$ cat src/rtl/clk_div_ratio_detector_if.sv
// clk_div_ratio_detector_if
//   Bundles the observed divided clock and the detector's status outputs.
//   slave  : detector side (samples div_in, drives status).
//   master : observer side (drives div_in, reads status).
// Optional: DIV_ERR_COUNT_EN adds the 8-bit err_cnt status field.
//
// Signals:
//   div_in       divided clock under observation, synchronous to clk
//   ratio        locked divide ratio, 0 when not locked
//   locked       high while the ratio is stable
//   ratio_valid  one-cycle pulse per valid measured period
//   duty_err     one-cycle pulse per odd / out-of-range / non-50% period
//   mismatch     one-cycle pulse when a valid period differs from the lock
//   lost         one-cycle pulse on toggle timeout
//   err_cnt      saturating error event count (DIV_ERR_COUNT_EN only)
interface clk_div_ratio_detector_if #(
    parameter int unsigned RW = 5
);
    logic          div_in;
    logic [RW-1:0] ratio;
    logic          locked;
    logic          ratio_valid;
    logic          duty_err;
    logic          mismatch;
    logic          lost;
`ifdef DIV_ERR_COUNT_EN
    logic [7:0]    err_cnt;

    modport master (
        output div_in,
        input  ratio, locked, ratio_valid, duty_err, mismatch, lost, err_cnt
    );
    modport slave (
        input  div_in,
        output ratio, locked, ratio_valid, duty_err, mismatch, lost, err_cnt
    );
`else
    modport master (
        output div_in,
        input  ratio, locked, ratio_valid, duty_err, mismatch, lost
    );
    modport slave (
        input  div_in,
        output ratio, locked, ratio_valid, duty_err, mismatch, lost
    );
`endif
endinterface

$ cat src/rtl/clk_div_ratio_detector.sv
// clk_div_ratio_detector
//   Monitors one even-divided clock waveform in its source clock domain,
//   measures period and high time in clk cycles, locks onto a stable even
//   ratio and flags duty errors, ratio changes and loss of toggling.
//   All status outputs are registered; a div_in rising edge shows up on the
//   outputs 2 clk later.
//
// Ports:
//   clk     source clock (the observed divider runs from it)
//   resetn  asynchronous active-low reset
//   bus     clk_div_ratio_detector_if.slave (div_in in, status out)
//
// Optional feature macro: DIV_ERR_COUNT_EN
//   Defined: bus.err_cnt counts duty_err/mismatch/lost pulses, saturating
//   at 255, cleared only by resetn.
module clk_div_ratio_detector #(
    parameter int unsigned MAX_RATIO  = 16,
    parameter int unsigned LOCK_COUNT = 3,
    parameter int unsigned RW         = $clog2(MAX_RATIO) + 1
) (
    input  logic                    clk,
    input  logic                    resetn,
    clk_div_ratio_detector_if.slave bus
);

    // Counters must hold MAX_RATIO+1 (the timeout/saturation value).
    localparam int unsigned   CW     = $clog2(MAX_RATIO + 2);
    localparam int unsigned   MW     = $clog2(LOCK_COUNT + 1);
    localparam logic [CW-1:0] CntSat = CW'(MAX_RATIO + 1);

    typedef enum logic [1:0] {StIdle, StMeasure, StTrack, StLocked} state_e;

    state_e         state_q;
    logic           s_q;
    logic           s_d_q;
    logic [CW-1:0]  per_cnt_q;
    logic [CW-1:0]  hi_cnt_q;
    logic [CW-1:0]  cand_q;
    logic [MW-1:0]  match_q;
    logic [RW-1:0]  ratio_q;
    logic           locked_q;
    logic           rv_q;
    logic           duty_q;
    logic           mism_q;
    logic           lost_q;

    logic           rise;
    logic           timeout;
    logic           period_ok;
    logic [MW-1:0]  match_next;
    logic           lock_hit;

    assign rise    = s_q & ~s_d_q;
    assign timeout = (state_q != StIdle) && (per_cnt_q == CntSat);

    // per_cnt/hi_cnt still hold the just-finished period on the rise cycle.
    assign period_ok = !per_cnt_q[0] &&
                       (per_cnt_q >= CW'(2)) &&
                       (per_cnt_q <= CW'(MAX_RATIO)) &&
                       (hi_cnt_q == (per_cnt_q >> 1));

    assign match_next = match_q + MW'(1);
    assign lock_hit   = 32'(match_next) >= LOCK_COUNT;

    // Input sampling
    always_ff @(posedge clk or negedge resetn) begin
        if (!resetn) begin
            s_q   <= 1'b0;
            s_d_q <= 1'b0;
        end else begin
            s_q   <= bus.div_in;
            s_d_q <= s_q;
        end
    end

    // Period and high-time counters; both saturate so a stuck input cannot wrap.
    always_ff @(posedge clk or negedge resetn) begin
        if (!resetn) begin
            per_cnt_q <= '0;
            hi_cnt_q  <= '0;
        end else if (rise) begin
            per_cnt_q <= CW'(1);
            hi_cnt_q  <= CW'(s_q);
        end else begin
            if (per_cnt_q != CntSat) begin
                per_cnt_q <= per_cnt_q + CW'(1);
            end
            if (s_q && (hi_cnt_q != CntSat)) begin
                hi_cnt_q <= hi_cnt_q + CW'(1);
            end
        end
    end

    // Lock FSM with registered status outputs.
    always_ff @(posedge clk or negedge resetn) begin
        if (!resetn) begin
            state_q  <= StIdle;
            cand_q   <= '0;
            match_q  <= '0;
            ratio_q  <= '0;
            locked_q <= 1'b0;
            rv_q     <= 1'b0;
            duty_q   <= 1'b0;
            mism_q   <= 1'b0;
            lost_q   <= 1'b0;
        end else begin
            rv_q   <= 1'b0;
            duty_q <= 1'b0;
            mism_q <= 1'b0;
            lost_q <= 1'b0;
            if (timeout) begin
                // Wins over a coincident rise; per_cnt stays saturated in IDLE.
                lost_q   <= 1'b1;
                locked_q <= 1'b0;
                ratio_q  <= '0;
                match_q  <= '0;
                state_q  <= StIdle;
            end else if (rise) begin
                unique case (state_q)
                    StIdle: begin
                        // First rise only marks a period start; nothing to evaluate.
                        state_q <= StMeasure;
                    end
                    StMeasure: begin
                        if (period_ok) begin
                            rv_q    <= 1'b1;
                            cand_q  <= per_cnt_q;
                            match_q <= MW'(1);
                            if (LOCK_COUNT == 1) begin
                                locked_q <= 1'b1;
                                ratio_q  <= RW'(per_cnt_q);
                                state_q  <= StLocked;
                            end else begin
                                state_q <= StTrack;
                            end
                        end else begin
                            duty_q <= 1'b1;
                        end
                    end
                    StTrack: begin
                        if (period_ok) begin
                            rv_q <= 1'b1;
                            if (per_cnt_q == cand_q) begin
                                match_q <= match_next;
                                if (lock_hit) begin
                                    locked_q <= 1'b1;
                                    ratio_q  <= RW'(per_cnt_q);
                                    state_q  <= StLocked;
                                end
                            end else begin
                                cand_q  <= per_cnt_q;
                                match_q <= MW'(1);
                            end
                        end else begin
                            duty_q  <= 1'b1;
                            match_q <= '0;
                            state_q <= StMeasure;
                        end
                    end
                    StLocked: begin
                        // cand_q equals the locked ratio while in this state.
                        if (period_ok) begin
                            rv_q <= 1'b1;
                            if (per_cnt_q != cand_q) begin
                                mism_q   <= 1'b1;
                                locked_q <= 1'b0;
                                ratio_q  <= '0;
                                cand_q   <= per_cnt_q;
                                match_q  <= MW'(1);
                                state_q  <= StTrack;
                            end
                        end else begin
                            duty_q   <= 1'b1;
                            locked_q <= 1'b0;
                            ratio_q  <= '0;
                            state_q  <= StMeasure;
                        end
                    end
                    default: begin
                        state_q <= StIdle;
                    end
                endcase
            end
        end
    end

    assign bus.ratio       = ratio_q;
    assign bus.locked      = locked_q;
    assign bus.ratio_valid = rv_q;
    assign bus.duty_err    = duty_q;
    assign bus.mismatch    = mism_q;
    assign bus.lost        = lost_q;

`ifdef DIV_ERR_COUNT_EN
    logic       err_hit;
    logic [7:0] err_cnt_q;

    // Same conditions that set duty_q/mism_q/lost_q, so the count moves with the pulse.
    assign err_hit = timeout ||
                     (rise && (state_q != StIdle) &&
                      (!period_ok || ((state_q == StLocked) && (per_cnt_q != cand_q))));

    always_ff @(posedge clk or negedge resetn) begin
        if (!resetn) begin
            err_cnt_q <= '0;
        end else if (err_hit && (err_cnt_q != 8'hff)) begin
            err_cnt_q <= err_cnt_q + 8'd1;
        end
    end

    assign bus.err_cnt = err_cnt_q;
`endif

endmodule
$ cat src/flat_wrapper.sv
// flat-port wrapper written by rule: the top's interface ports become plain ports
module clk_div_ratio_detector_flat 
#(
    parameter int unsigned MAX_RATIO  = 16,
    parameter int unsigned LOCK_COUNT = 3,
    parameter int unsigned RW         = $clog2(MAX_RATIO) + 1
)
  (clk, resetn, bus_div_in, bus_ratio, bus_locked, bus_ratio_valid, bus_duty_err, bus_mismatch, bus_lost);
  clk_div_ratio_detector_if #(.RW(RW)) bus_i ();
  input  logic clk;
  input  logic resetn;
  input wire logic [$bits(bus_i.div_in)-1:0] bus_div_in;
  output wire logic [$bits(bus_i.ratio)-1:0] bus_ratio;
  output wire logic [$bits(bus_i.locked)-1:0] bus_locked;
  output wire logic [$bits(bus_i.ratio_valid)-1:0] bus_ratio_valid;
  output wire logic [$bits(bus_i.duty_err)-1:0] bus_duty_err;
  output wire logic [$bits(bus_i.mismatch)-1:0] bus_mismatch;
  output wire logic [$bits(bus_i.lost)-1:0] bus_lost;
  assign bus_i.div_in = bus_div_in;
  assign bus_ratio = bus_i.ratio;
  assign bus_locked = bus_i.locked;
  assign bus_ratio_valid = bus_i.ratio_valid;
  assign bus_duty_err = bus_i.duty_err;
  assign bus_mismatch = bus_i.mismatch;
  assign bus_lost = bus_i.lost;
  clk_div_ratio_detector #(.MAX_RATIO(MAX_RATIO), .LOCK_COUNT(LOCK_COUNT), .RW(RW)) u_core (.clk(clk), .resetn(resetn), .bus(bus_i));
endmodule
$ cat config.mk
export PLATFORM = sky130hd
export DESIGN_NAME = clk_div_ratio_detector_flat
export DESIGN_NICKNAME = d
export VERILOG_FILES = /design/src/rtl/clk_div_ratio_detector_if.sv /design/src/rtl/clk_div_ratio_detector.sv /design/src/flat_wrapper.sv
export SDC_FILE = /design/constraint.sdc
export NUM_CORES = 1
export LEC_CHECK = 0
export CAP_MARGIN = 20
export CELL_PAD_IN_SITES_DETAIL_PLACEMENT = 0
export CELL_PAD_IN_SITES_GLOBAL_PLACEMENT = 2
export CORE_UTILIZATION = 38
export CTS_BUF_LIST = sky130_fd_sc_hd__clkbuf_2 sky130_fd_sc_hd__clkbuf_4 sky130_fd_sc_hd__clkbuf_8
export CTS_CLUSTER_SIZE = 30
export DETAILED_ROUTE_END_ITERATION = 8
export PLACE_DENSITY_LB_ADDON = 0.1
export SLEW_MARGIN = 20
export SYNTH_ARGS = -nofsm -noshare
export SYNTH_HDL_FRONTEND = slang
export SYNTH_SLANG_ARGS = --single-unit
export TNS_END_PERCENT = 30
$ cat constraint.sdc
create_clock -name clk -period 2.6 [get_ports clk]
set_input_delay 0.26 -clock clk [delete_from_list [all_inputs] [get_ports clk]]
set_output_delay 0.26 -clock clk [all_outputs]
set_load 0.05 [all_outputs]
Word-level counts from Yosys, hierarchy flattened
Cells that the tools add are included.
Cells by class
  equal/unequal tests: 23
  divide/modulo/power cells: 0
  bitwise gates (word level): 3
  reduce and logical (&&, ||, !) cells: 19
  shift operators: 0
  mux-type cells: 57
  add/subtract/negate cells: 3
  order comparisons: 3
  multiply operators: 0
Operator list (number)
  5-bit 2-to-1 mux: 16
  2-bit 2-to-1 mux: 15
  1-bit 2-to-1 mux: 21
  3-bit by 1-bit inequality test with 1-bit output (second input constant): 6
  5-bit one-hot mux with 3 select lines: 1
  4-bit by 3-bit inequality test with 1-bit output (second input constant): 3
  5-bit by 1-bit adder with 5-bit output (second input constant): 2
  5-bit inequality test (second input constant): 2
  5-bit one-hot mux with 2 select lines: 1
  5-bit AND reduction: 2
  2-bit by 1-bit inequality test with 1-bit output (second input constant): 4
  2-bit one-hot mux with 4 select lines: 1
  8-bit AND reduction: 1
  2-bit nonzero test: 4
  2-bit one-hot mux with 3 select lines: 1
  6-bit AND reduction: 1
  3-bit nonzero test: 2
  5-bit by 4-bit equality test with 1-bit output: 1
  5-bit equality test: 1
  5-bit equality test (second input constant): 1
  5-bit by 2-bit >= comparator with 1-bit output (second input constant): 1
  5-bit less-or-equal comparator (second input constant): 1
  1-bit logical AND: 5
  5-bit inequality test: 1
  12 further kinds: 14
Word-level totals
  ROM bits: 0
  memories: 0
  bits in writable memories: 0
  bits in latches: 0
  output and inout bits: 10
  flip-flop bits (word level): 31

Logic depth before layout (Yosys ltp)
  word-level depth: 8
  mapped depth: 9

Least setup slack after synthesis
No wires, ideal clock.
  path type: flip-flop to flip-flop
  start: reg u_core.per_cnt_q[1]
  end: reg u_core.cand_q[2]
  clock period less this slack: 2.431 ns
  library setup time: 0.128 ns
  cell stages (with the launch flop): 8
  arrival: 2.303 ns
  slack: 0.169 ns
  buffers on the path: 1
  path through: dfrtp_1 buf_2 or4b_1 o22ai_1 nand4_1 or4_4 a21oi_2 mux2_1
Between the ends
  word-level cells in the longest chain between the ends: 6
RTL lines
  start: declaration: line clk_div_ratio_detector.sv:36  | logic [CW-1:0] per_cnt_q;
  start signal: assignment: line clk_div_ratio_detector.sv:86  | per_cnt_q <= per_cnt_q + CW'(1);
  5-bit by 2-bit >= comparator with 1-bit output: line clk_div_ratio_detector.sv:58  | (per_cnt_q >= CW'(2)) &&
  1-bit logical AND: line clk_div_ratio_detector.sv:57  | assign period_ok = !per_cnt_q[0] &&
  1-bit logical AND: line clk_div_ratio_detector.sv:58
  1-bit logical AND: line clk_div_ratio_detector.sv:59  | (per_cnt_q <= CW'(MAX_RATIO)) &&
  2-bit by 1-bit inequality test with 1-bit output (no source line)
  8-bit AND reduction (no source line) (*)
  end signal: assignment: line clk_div_ratio_detector.sv:127  | cand_q <= per_cnt_q;
  end signal: assignment: line clk_div_ratio_detector.sv:151  | cand_q <= per_cnt_q;
  end signal: assignment: line clk_div_ratio_detector.sv:168  | cand_q <= per_cnt_q;
  end: declaration: line clk_div_ratio_detector.sv:38  | logic [CW-1:0] cand_q;
Every way passes the cells marked *; elsewhere a longest branch is shown, timed or not.
A chain may end at the register's enable or synchronous reset.

Final worst setup path
Ends and elaborated chain as after synthesis.

==> flow_metrics.py <==
metrics = {
    "power_and_ir_drop": {
        "p_int_mw": 1.011,
        "p_total_mw": 1.615,
        "pwr_density_cell_nw_per_um2": 846.3,
        "ir_drop_mv": 0.3854,
        "leakagePower_nw": 0.8537,
        "sw_frac_of_total": 0.3737,
        "clockPowerShare": 0.219,
        "switchingPower_mw": 0.6034,
        "seqPwrFrac": 0.426,
        "combPwrFrac": 0.355,
    },
    "detailed_routing": {
        "avgRoutedWirePerCell_um": 14.17,
        "wl_um": 3386,
        "vias": 1245,
        "top_layer": "met4",
        "met1Wirelength_um": 1636,
        "viasPerCell": 5.209,
        "first_pass_iters": 4,
        "routed-wl-met3_um": 123,
        "route.met2.wl_um": 1586,
        "drcViolationCount": 0,
        "first_iter_violations": 82,
        "drtAntennaViolNets": 0,
    },
    "min_path": {
        "hp-class": "primary input to async pin",
    },
    "floorplan": {
        "ioPinCount": 13,
        "die_h_um": 67.17,
        "coreArea_um2": 4029,
        "rows": 23,
        "dieArea_um2": 4512,
        "fp.dieW_um": 67.17,
        "start_util": 0.4006,
    },
    "yosys": {
        "synth-xor-area-share": 0.07054,
        "synth_warnings": 0,
        "synth_top_family_by_area": "simple AND/OR/NAND/NOR gates",
        "synth.mux.area_fraction": 0.02791,
        "ys_ff_latch": 31,
        "synth-simple-area-share": 0.1899,
        "synth-seq-area-share": 0.4806,
        "post_synth_fa_ha_maj_area_fraction": 0.04651,
        "synth_area_per_cell_um2": 9.439,
        "synthCells": 171,
        "syn_area_um2": 1614,
        "synth_edf_count": 0,
        "ys_async_sr_fraction": 1.000,
        "ys_types": 37,
        "syn_nets": 180,
        "synth-compound-area-share": 0.1248,
        "synth_ff_type": "dfrtp_1",
    },
    "cts": {
        "htreeDepth": 2,
        "cts_tree": "built",
        "cts_made_buffers": 5,
        "clkSinkCount": 31,
        "clk_latency_ns": 0.28,
        "post-cts-setup-buffers": 0,
        "root_buffer": "clkbuf_8",
        "hold_buffers": 0,
        "clk_pin_slew_ns": 0.06,
        "post_cts_resized": 0,
        "cts_buffer_depth": 2,
    },
    "sta": {
        "setup_violations": 0,
        "skew_ns": 0.003483,
        "rsz0062_at_grt": "no",
        "hold_violations": 0,
        "layout_min_cycle_time_ns": 2.476,
        "min_period_over_period": 0.9522,
        "finalSetupTns_ns": 0,
        "fmax_mhz": 403.9,
        "relSlewSlack": 0.6643,
        "worst_pin_slew_ns": 0.5020,
        "slew_viol_final": 0,
        "timing.final.ws_setup_ns": 0.1243,
    },
    "finish": {
        "antenna_cells": 0,
        "drive_gt1_frac": 0.1164,
        "finalInstanceArea_um2": 1908,
        "final_nets": 199,
        "fillers": 386,
        "syn_to_final_growth_pct": 18.22,
        "stdcell_count": 239,
    },
    "grt": {
        "grt_start_max_net_pins": 32,
        "first_global_vias": 1160,
        "grt_pass1_wl_um": 5754,
        "grtUsageTotal": 0.1774,
        "antenna_found_initial": 0,
        "overflow": 0,
    },
    "placed_design": {
        "dp_hpwl_um": 2413,
        "dp_slack_ns": 0.1367,
        "numPortBuffers": 12,
        "gp_congestion": 0.7717,
        "dp_cells": 233,
        "postPlaceCellArea_um2": 1832,
    },
    "setup_path": {
        "slowest_stage": "or4_4",
        "critPathArrivalTime_ns": 2.64,
        "critPathMaxStageDelay_ns": 0.54,
        "critPathLaunchType": "flip-flop",
        "cp_cell_sequence": "or4b_1, o22ai_1, nand4_1, or4_4, a21oi_2, mux2_1",
        "worstSetupPathType": "flip-flop to flip-flop",
        "critPathTopFamily": "simple AND/OR/NAND/NOR gates",
        "endpoint_kind": "flip-flop",
        "cp_max_fo": 5,
        "worst-path-buf-inv": 0,
        "critPathRequiredTime_ns": 2.76,
    },
    "run_status": {
        "status": "completed",
    },
    "run": {
        "drv_cap": 0,
    },
}
## power groups by stage
stage,Clock [mW],Sequential [mW],Combinational [mW]
6_report,0.353,0.688,0.574
5_1_grt,0.382,0.703,0.636
2_1_floorplan,0,0.657,0.451
3_3_place_gp,0,0.695,0.566
3_5_place_dp,0,0.695,0.576
4_1_cts,0.364,0.687,0.579
## registers in the layout (all words and copies together), names as in the netlist
name and count:
u_core.bus.ratio_valid 1, u_core.per_cnt_q 5, u_core.bus.ratio 5, u_core.bus.mismatch 1, u_core.hi_cnt_q 5, u_core.s_d_q 1
u_core.bus.duty_err 1, u_core.state_q 2, u_core.bus.lost 1, u_core.s_q 1, u_core.cand_q 5, u_core.bus.locked 1
u_core.match_q 2
## per-layer routing
metal  global-route usage  vias to the layer above
li1                     -                      610
met1               0.2505                      606
met2               0.2588                       24
met3              0.04223                        5
met4              0.07181                        0
met5                    0                        -
## path summary, 6_finish.rpt
check / startpoint / to / slack, ns / cells past startpoint
min in group clk: bus_div_in / u_core.s_q / 0.42 / 1
max: u_core.per_cnt_q[1] / u_core.cand_q[2] / 0.12 / 6
min: resetn / u_core.cand_q[0] / 0.38 / 2
max reg2reg: u_core.per_cnt_q[1] / u_core.cand_q[2] / 0.12 / 6
max in group asynchronous: resetn / u_core.bus.ratio[0] / 1.93 / 2
min reg2reg: u_core.cand_q[3] / u_core.cand_q[3] / 0.50 / 2
## cell usage in the layout, fill, tap and decap left out, types with 4 or more instances in the layout
| cell | netlist | final |
|---|---|---|
| a211oi_1 | 4 | 4 |
| a21oi_1 | 5 | 5 |
| buf_4 | 0 | 11 |
| clkbuf_8 | 0 | 5 |
| clkdlybuf4s50_1 | 0 | 12 |
| dfrtp_1 | 31 | 31 |
| ha_1 | 6 | 6 |
| inv_1 | 13 | 13 |
| nand2_1 | 22 | 22 |
| nand3_1 | 7 | 7 |
| nor2_1 | 11 | 11 |
| nor3_1 | 4 | 4 |
| o21ai_0 | 14 | 14 |
| xnor2_1 | 4 | 4 |
| xor2_1 | 9 | 9 |
## logic make-up (layout without fill, tap and decap cells)
family	after synthesis	count (layout)
muxes	4	4
xor gates and xnor gates	13	13
and+or+nand+nor	61	61
AOI/OAI and AO/OA	32	32
buffers and inverters	24	42
adders and majority gates	6	6
DFF	31	31
## worst reg2reg max path, cell delays in order, from the launching register on
cell     delay, ns
dfrtp_1       0.43
or4b_1        0.53
o22ai_1       0.17
nand4_1       0.15
or4_4         0.54
a21oi_2       0.20
mux2_1        0.34
## stage by stage
stage                       util  hold WS [ns]
after floorplan                -      -0.03559
after global placement    0.4547        0.4812
after detailed placement  0.4547        0.4863
after CTS                 0.4736        0.3857
after global routing      0.4736        0.4176
final                     0.4736        0.3805
## cells in the mapped netlist (2+ instances only)
master    number  area share
mux2_1         2       0.014
dfrtp_1       31        0.48
nand2b_1       3       0.012
clkbuf_1       6       0.014
o21ai_0       14       0.043
nand2_1       22       0.051
buf_2          5       0.016
a21oi_1        5       0.016
xnor2_1        4       0.022
nor2_1        11       0.026
inv_1         13       0.030
nand3_1        7       0.022
a211oi_1       4       0.019
nor4_1         2      0.0078
nor3_1         4       0.012
ha_1           6       0.047
nor2b_1        3       0.012
xor2_1         9       0.049
mux2_2         2       0.014
## area by class of cell
type | count | area, µm² | share of cell area
Tap cell | 50 | 62.56 | 0.03279
Inverter | 13 | 48.80 | 0.02557
Clock buffer | 6 | 76.32 | 0.04000
Multi-Input combinational cell | 116 | 742.0 | 0.3889
Timing Repair Buffer | 23 | 202.7 | 0.1062
Sequential cell | 31 | 775.7 | 0.4066
Note: power is estimated with default switching activity, not from simulation.
